`src/rtl/lrc_stream_check.sv`:
```
// lrc_stream_check: streaming left-right disparity consistency checker.
// Keeps the last 2**BWIDTH right disparities of the row in a circular buffer,
// checks each left disparity against its matched right disparity and emits
// {status, disparity}. Define LRC_STATS_EN to add per-row error statistics.
module lrc_stream_check #(
    parameter int unsigned DWIDTH = 8,
    parameter int unsigned AWIDTH = 11,
    parameter int unsigned BWIDTH = 8
) (
    input  logic              clk,
    input  logic              rst,
    input  logic              clken,
    input  logic [AWIDTH-1:0] width,
    input  logic [8:0]        range,
    input  logic [3:0]        lrc_param,
    input  logic [1:0]        mode,
    input  logic              in_valid,
    output logic              in_ready,
    input  logic [DWIDTH-1:0] disp_L,
    input  logic [DWIDTH-1:0] disp_R,
    output logic              out_valid,
    input  logic              out_ready,
    output logic [DWIDTH+1:0] disp_out,
    output logic              row_end
`ifdef LRC_STATS_EN
    ,
    output logic [AWIDTH:0]   err_count,
    output logic              err_valid
`endif
);

    localparam int unsigned DEPTH = 2 ** BWIDTH;
    localparam int unsigned RW    = (DWIDTH > 9) ? DWIDTH : 9;
    localparam int unsigned XW    = (AWIDTH > DWIDTH) ? AWIDTH : DWIDTH;
    localparam int unsigned EW    = (DWIDTH + 1 > 4) ? DWIDTH + 1 : 4;

    logic [DWIDTH-1:0] mem [DEPTH];

    logic              advance;
    logic              accept;

    logic [AWIDTH-1:0] x;
    logic [AWIDTH-1:0] width_q;
    logic [BWIDTH-1:0] wp;

    logic [AWIDTH-1:0] wsel_c;
    logic [AWIDTH-1:0] wlast_c;
    logic              last_c;
    logic              oor_c;
    logic              border_c;
    logic [BWIDTH-1:0] raddr_c;

    logic              s1_valid;
    logic [DWIDTH-1:0] s1_dl;
    logic [DWIDTH-1:0] s1_dr;
    logic              s1_oor;
    logic              s1_border;
    logic [1:0]        s1_mode;
    logic [3:0]        s1_t;
    logic              s1_last;

    logic              dl_ge_c;
    logic [DWIDTH:0]   diff_c;
    logic [DWIDTH-1:0] min_c;
    logic              mism_c;
    logic [1:0]        status_c;
    logic [DWIDTH-1:0] field_c;

    // Whole pipeline moves together; it stalls only on output backpressure or clken.
    assign advance  = clken && (!out_valid || out_ready);
    assign in_ready = advance && !rst;
    assign accept   = in_valid && in_ready;

    // S1 combinational: row position, read address and range/border tests.
    always_comb begin
        wsel_c   = (x == '0) ? width : width_q;
        wlast_c  = (wsel_c == '0) ? '0 : wsel_c - AWIDTH'(1);
        last_c   = (x == wlast_c);
        oor_c    = RW'(disp_L) > RW'(range);
        border_c = XW'(x) < XW'(disp_L);
        raddr_c  = wp - BWIDTH'(disp_L);
    end

    // Right-disparity buffer with registered read; disp_L==0 forwards the incoming disp_R.
    always_ff @(posedge clk) begin
        if (accept) begin
            mem[wp] <= disp_R;
            if (disp_L == '0) begin
                s1_dr <= disp_R;
            end else if (!border_c) begin
                s1_dr <= mem[raddr_c];
            end
        end
    end

    // Column counter, write pointer and row width capture.
    always_ff @(posedge clk or posedge rst) begin
        if (rst) begin
            x       <= '0;
            wp      <= '0;
            width_q <= '0;
        end else if (accept) begin
            x  <= last_c ? '0 : x + AWIDTH'(1);
            wp <= wp + BWIDTH'(1);
            if (x == '0) begin
                width_q <= width;
            end
        end
    end

    // S1 pipeline register.
    always_ff @(posedge clk or posedge rst) begin
        if (rst) begin
            s1_valid  <= 1'b0;
            s1_dl     <= '0;
            s1_oor    <= 1'b0;
            s1_border <= 1'b0;
            s1_mode   <= '0;
            s1_t      <= '0;
            s1_last   <= 1'b0;
        end else if (advance) begin
            s1_valid <= accept;
            if (accept) begin
                s1_dl     <= disp_L;
                s1_oor    <= oor_c;
                s1_border <= border_c;
                s1_mode   <= mode;
                s1_t      <= lrc_param;
                s1_last   <= last_c;
            end
        end
    end

    // S2 combinational: compare, status priority and output field select.
    always_comb begin
        dl_ge_c  = s1_dl >= s1_dr;
        diff_c   = dl_ge_c ? ({1'b0, s1_dl} - {1'b0, s1_dr})
                           : ({1'b0, s1_dr} - {1'b0, s1_dl});
        min_c    = dl_ge_c ? s1_dr : s1_dl;
        mism_c   = EW'(diff_c) > EW'(s1_t);
        status_c = 2'b00;
        field_c  = '1;
        if (s1_oor) begin
            status_c = 2'b11;
        end else if (s1_border) begin
            status_c = 2'b10;
        end else if (mism_c) begin
            status_c = 2'b01;
        end
        case (s1_mode)
            2'd1:    field_c = (status_c == 2'b00) ? min_c : '1;
            2'd2:    field_c = s1_dl;
            default: field_c = (status_c == 2'b00) ? s1_dl : '1;
        endcase
    end

    // S2 output register; holds while the consumer stalls.
    always_ff @(posedge clk or posedge rst) begin
        if (rst) begin
            out_valid <= 1'b0;
            disp_out  <= '0;
            row_end   <= 1'b0;
        end else if (advance) begin
            out_valid <= s1_valid;
            if (s1_valid) begin
                disp_out <= {status_c, field_c};
                row_end  <= s1_last;
            end
        end
    end

`ifdef LRC_STATS_EN
    logic [AWIDTH:0] err_acc;
    logic            out_xfer;
    logic            out_bad;

    assign out_xfer = advance && out_valid;
    assign out_bad  = (disp_out[DWIDTH+1:DWIDTH] != 2'b00);

    // Per-row count of non-pass outputs, published for one cycle after row_end leaves.
    always_ff @(posedge clk or posedge rst) begin
        if (rst) begin
            err_acc   <= '0;
            err_count <= '0;
            err_valid <= 1'b0;
        end else if (clken) begin
            err_valid <= 1'b0;
            err_count <= '0;
            if (out_xfer) begin
                if (row_end) begin
                    err_count <= err_acc + (AWIDTH + 1)'(out_bad);
                    err_valid <= 1'b1;
                    err_acc   <= '0;
                end else begin
                    err_acc <= err_acc + (AWIDTH + 1)'(out_bad);
                end
            end
        end
    end
`endif

endmodule
```
`config.mk`:
```
export PLATFORM = sky130hd
export DESIGN_NAME = lrc_stream_check
export DESIGN_NICKNAME = d
export VERILOG_FILES = /design/src/rtl/lrc_stream_check.sv
export SDC_FILE = /design/constraint.sdc
export NUM_CORES = 2
export LEC_CHECK = 0
export ABC_AREA = 1
export BUFFER_PORTS_ARGS = -buffer_cell sky130_fd_sc_hd__buf_2
export CORE_ASPECT_RATIO = 1.2
export CORE_MARGIN = 10
export CORE_UTILIZATION = 23
export CTS_CLUSTER_SIZE = 8
export DETAILED_ROUTE_END_ITERATION = 6
export SETUP_SLACK_MARGIN = 0.5
export SLEW_MARGIN = 15
export SYNTH_ARGS = -nofsm -noshare
export SYNTH_HDL_FRONTEND = slang
export SYNTH_SLANG_ARGS = --single-unit
```
`constraint.sdc`:
```
create_clock -name clk -period 4.6 [get_ports clk]
set_input_delay 0.69 -clock clk [delete_from_list [all_inputs] [get_ports clk]]
set_output_delay 0.69 -clock clk [all_outputs]
set_load 0.005 [all_outputs]
```
After elaboration in Yosys (flattened, before gate mapping). Memories as Yosys holds them, arrays and structs flattened. A register that Yosys moved wholly into a read port is not among the register bits. Cells that the tools add are included.

Register bits after elaboration: 60. Input port bits: 47. Output and inout bits: 13. Memories kept: 1. Bits in writable memories: 2048.

Memory list: mem (depth 256, bits a word 8, read ports 1, clocked after memory_dff 1, write ports 1, line 37) `logic [DWIDTH-1:0] mem [DEPTH];`.

Muxes and demuxes: 13. Eq/ne operators: 4. Order comparisons: 4. Add/subtract/negate cells: 6. Reductions and logical operators: 13.

Operator list (number): $mux W11 (3); $mux W8 (3); $logic_not A11 Y1 (2); $sub A8 B8 Y9 (2); $pmux W8 S2 (1); $add A11 B1 Y11 const B (1); $eq A11 B11 Y1 (1); $lt A11 B8 Y1 (1); $sub A11 B1 Y11 const B (1); $gt A8 B9 Y1 (1); $gt A9 B4 Y1 (1); $mux W9 (1); $add A8 B1 Y8 const B (1); $ge A8 B8 Y1 (1); $logic_not A8 Y1 (1); $sub A8 B8 Y8 (1); $reduce_and A2 Y1 (3); $mux W2 (2); $logic_and A1 B1 Y1 (3); $mux W1 (3); $eq A2 B1 Y1 const B (1); $eq A2 B2 Y1 const B (1); $logic_not A1 Y1 (2); $logic_not A2 Y1 (1); other kinds (2) (2).

Logic depth before layout (Yosys ltp).
Word-level depth: 9. Mapped depth: 23.

Worst setup path before layout. No wires, ideal clock.

Path kind: flip-flop to flip-flop. Start point: reg s1_dl[2]. End point: reg disp_out[0]. Path buffers: 2. Slack: 1.011 ns. Arrival: 3.473 ns. Stages on the path, launching flop included: 23. Period minus slack after synthesis: 3.589 ns. Data required time: 4.483 ns. Cells stage by stage: dfrtp_1 -> inv_1 -> ha_1 -> clkbuf_1 -> nand2_1 -> o21ai_1 -> a21oi_1 -> nor2_1 -> nand2_1 -> nand2_1 -> buf_1 -> mux2i_1 -> xor2_1 -> inv_1 -> ha_1 -> a21oi_1 -> o21ai_0 -> o21ai_0 -> nand3_1 -> a21oi_1 -> nand4_1 -> nand2_1 -> nand2_1.

Longest elaborated chain between the ends: 9. Elaborated cells between the ends (all ways): 13.

Ends and longest elaborated chain: from (decl) (line 54) `logic [DWIDTH-1:0] s1_dl;`; from (signal assigned) (line 124) `s1_dl <= disp_L;`; $sub A8 B8 Y9, or another cell as far along (line 138) `: ({1'b0, s1_dr} - {1'b0, s1_dl});`; $mux W9 (line 137) `diff_c = dl_ge_c ? ({1'b0, s1_dl} - {1'b0, s1_dr})`; $gt A9 B4 Y1 (line 140) `mism_c = EW'(diff_c) > EW'(s1_t);`; $mux W1 (line 147) `end else if (mism_c) begin`; $mux W2 (line 145) `end else if (s1_border) begin`; $mux W2 (line 143) `if (s1_oor) begin`; $logic_not A2 Y1 (line 151, 153); $mux W8, on equally long branches (line 153, 151); $pmux W8 S2 * (line 150) `case (s1_mode)`; to (signal assigned) (line 166) `disp_out <= {status_c, field_c};`; to (decl) (line 23) `output logic [DWIDTH+1:0] disp_out,`.

Mark *: on every way between the ends. The rest lies on a longest branch, timed or not. A chain may end at the register's enable or synchronous reset.

Worst setup path in the final report.
Start point: reg wp[0]. End point: reg s1_dr[1], read port of mem (data pin).

Longest elaborated chain between the ends: 1.

Ends and longest elaborated chain: from (decl) (line 44) `logic [BWIDTH-1:0] wp;`; from (signal assigned) (line 104) `wp <= wp + BWIDTH'(1);`; $sub A8 B8 Y8 (line 81) `raddr_c = wp - BWIDTH'(disp_L);`; to (decl) (line 55) `logic [DWIDTH-1:0] s1_dr;`.

No other way between the ends.

==> results.md <==
* Num Clock Sinks at approximately 2100
* Final setup fails at 0
* Fillers at 38400
* CTS tree: done
* Crit path capture: s1_dr[1]
* P_sw at 30.4 mW
* Die width at a little under 600 um
* Max-slew violations at 0
* Core Region at 377000 sq um
* Reg clk slew, reported paths at 0.05 ns
* Crit Path Class: reg2reg
* Arr. time, crit path at 4.52 ns
* Warnings from Yosys at 0
* Actual slew at the worst max-slew pin at 1.07 ns
* Post-Route WL at 253 mm
* Initial antenna violation count at 8
* Worst-path fanout max at 20
* Global route total overflow at 0
* Hold Violations, Final at 0
* Hold Crit Depth at 3
* Die ar. at about 400000 sq um
* CP Launch Point: wp[0]
* First-pass GRT wire length at 373 mm
* GRT Util Overall at 0.118
* Max transition margin at 0.285
* Hpwl dp at 147 mm
* Ys async rst share at 0.0284
* Comb pwr share at 0.436
* GP Congestion at 0.831
* Mapped Nets at 7441
* EDFF count, synth at just over 2000
* Ys flop type: edfxtp_1
* Sw frac at 0.413
* Synth top area cells: edfxtp_1 71%, o21ai_0 6.2%, nor2_1 5.7%
* Register bit total from synthesis at 2116
* Final Worst Setup Slack at roughly 0.65 ns
* Leakage at 33.9 nW
* Reg2reg end: s1_dr[1]
* Gate count of the mapped netlist at 7340
* Reg-to-reg setup timing slack at between 0.6 and 0.7 ns
* FF-to-FF path depth at 20
* Vias in the first global route at around 57000
* Share of cells above drive strength 1 at 0.0965
* Worst Skew at 0.0718 ns
* TritonCTS Buffers at 307
* CP Capture Type: flop
* Initial drt markers at approximately 5800
* RSZ-0062 raised after global routing: no
* Synth cell types at about 50
* Top cell type's share of synthesized area at 0.708
* Max IR drop VDD at 0.849 mV
* Worst min-delay path class: in2reg
* Clk Latency, worst-skew pair at about 0.85 ns
* Critical path launch point type: flop
* I/O pin count at 60
* Storage cell area at about 63000 sq um
* Sequential share of the synthesized area at 0.725
* Row cnt at 247
* IO Port Bufs at 59
* First drt pass iteration count at 6
* Hold Startpoint: lrc_param[0]
* # nets final at 7540
* Fin crit period at 3.95 ns
* Total negative slack at 0 ns
* Die H at between 600 and 700 um
* Root buffer cell: clkbuf_16
* Synthesized area at 87200 sq um
* Pint at 43.2 mW
* Area grow syn2layout at 18.3%
* Status: complete, no violations
* PwrDens at 713 nW/um^2
* Area of the multi-input gates at 21800 sq um
* Worst r2r src: wp[0]
* Via count at approximately 59000
* Final period utilization at 0.859
* WL per Instance at 20.3 um
* Initial Util at 0.231
* Sequential power share at 0.294
* Maximum Capacitance Violations at 0
* Average size of a mapped cell at 11.9 sq um
* CTS Buffer Depth at 4
* Clock power share at 0.270
* Htree depth at 5
* DRC at 0
* Largest net degree at the start of global routing at 161
* Max Freq at 253 MHz
* Final ANT Viol Nets at 0
* Critical Path RT at 5.16 ns
* Synth area leader: edfxtp_1
* DR vias/cell at 4.70
* Pre-CTS setup slack at -0.237 ns
-- worst max-delay path, cell delays in order, from the launching register on --
cell and delay [ns]:
dfrtp_2 0.42, inv_2 0.11, ha_4 0.13, inv_1 0.05, fa_4 0.83, buf_12 0.18
clkinv_16 0.15, buf_16 0.21, buf_12 0.18, o21ai_0 0.07, o22ai_1 0.13, nand2_1 0.08
nand3_1 0.13, nand3_1 0.14, nand3_1 0.22, nand3_2 0.26, nand2_1 0.07, nand2_1 0.07
nand2_1 0.06, nand2_1 0.05, nand2_1 0.05
-- state kept, by name, summed over array words and instances (netlist names) --
register and flops:
s1_t 4, mem 2048, s1_last 1, s1_border 1, s1_oor 1, s1_dl 8
s1_dr 8, row_end 1, s1_mode 2, disp_out 10, wp 8, x 11
s1_valid 1, out_valid 1, width_q 11
-- synthesized netlist by cell type, types with 3 or more instances --
cell      count
a21o_1        3
a21oi_1      60
buf_1        39
buf_2        49
buf_6         8
clkbuf_1    406
dfrtp_1      60
edfxtp_1   2056
fa_1          3
ha_1         51
inv_1       133
inv_2         4
nand2_1    1025
nand2_2       8
nand3_1     360
nand3b_1      7
nand4_1      19
nor2_1     1333
nor2_2        3
nor2_4        4
nor3_1       13
o211ai_1     13
o21ai_0    1079
o21ai_1      31
o22ai_1     508
or2_2         4
xnor2_1       6
xor2_1       24
-- cell families after synthesis --
logic type / count (synthesis) / share of synthesized area
buffers and inverters: 643 / 0.0292
adders and majority gates: 54 / 0.00801
xor gates and xnor gates: 31 / 0.00320
and+or+nand+nor: 2789 / 0.128
AOI/OAI and AO/OA: 1706 / 0.106
muxes: 1 / 0.000115
DFF: 2116 / 0.725
-- power groups by stage --
stage               combinational [mW]  clock (mW)  sequential, mW
floorplan                         18.3           0            21.9
global placement                  30.5           0            22.0
detailed placement                30.5           0            22.0
CTS                               31.1        20.1            21.6
global route                      34.7        20.9            21.6
finish                            32.0        19.9            21.6
-- cells in the final DEF (no fill, tap or decap), types with 7 or more instances in the layout --
cell type  count
edfxtp_1    2056
nor2_1      1333
o21ai_0     1073
nand2_1     1006
o22ai_1      507
nand3_1      329
clkbuf_16    314
buf_4        162
inv_1        129
a21oi_1       60
dfrtp_1       59
buf_12        55
buf_2         51
ha_1          49
clkbuf_1      40
o21ai_1       32
nand2_2       26
nand3_2       26
xor2_1        22
nand4_1       19
nor3_1        13
o211ai_1      13
buf_8         10
nand3_4        8
nand3b_1       7
inv_6          7
-- per-layer routing --
layer,wire length [um],part of all wire,up-vias,GRT usage
li1,-,-,26600,-
met1,99600,0.39,29000,0.148
met2,123000,0.49,2462,0.201
met3,19100,0.075,535,0.0179
met4,10900,0.043,4,0.0500
met5,23,0.000091,-,0
-- final cells by class --
cell class | instances | share of cell area
Tap cell | 4980 | 0.0604
Clock buffer | 350 | 0.0767
Multi-Input combinational cell | 4581 | 0.211
Timing Repair Buffer | 293 | 0.0299
Antenna cell | 4 | 0.0000971
Sequential cell | 2116 | 0.613
Clock inverter | 19 | 0.00273
Inverter | 139 | 0.00548
Timing Repair inverter | 1 | 0.000109
-- metrics by stage --
stage / util / total power [mW] / hold WS, ns / instance area [sq um] / cells
after global routing: 0.273 / 77.2 / 0.0639 / 103000 / 12500
after detailed placement: 0.250 / 52.5 / 0.468 / 94300 / 12100
after global placement: 0.250 / 52.5 / 0.461 / 94300 / 12100
after floorplan: - / 40.2 / 0.448 / 87200 / 7340
final: 0.273 / 73.5 / 0.0693 / 103000 / 12500
after CTS: 0.272 / 72.8 / 0.0163 / 103000 / 12500
-- worst min path at each step --
stage / end / slack, ns
final: s1_t[0] / 0.07
after floorplan: s1_t[0] / 0.45
after CTS: s1_t[0] / 0.02
after detailed placement: disp_out[7] / 0.47
after global routing: s1_t[1] / 0.06
after global placement: disp_out[5] / 0.46
-- repair_timing --
action / 4_1_cts / 5_1_grt
gates resized for setup: 32 / 40
endpoints found under the setup margin: 8 / 17
cloned: 2 / 5
pin swaps: 2 / 5
setup buffers: 3 / 6
hold buffers: 2 / 0
endpoints found under the hold margin: 30 / 0
(Power assumes the default switching activity.)
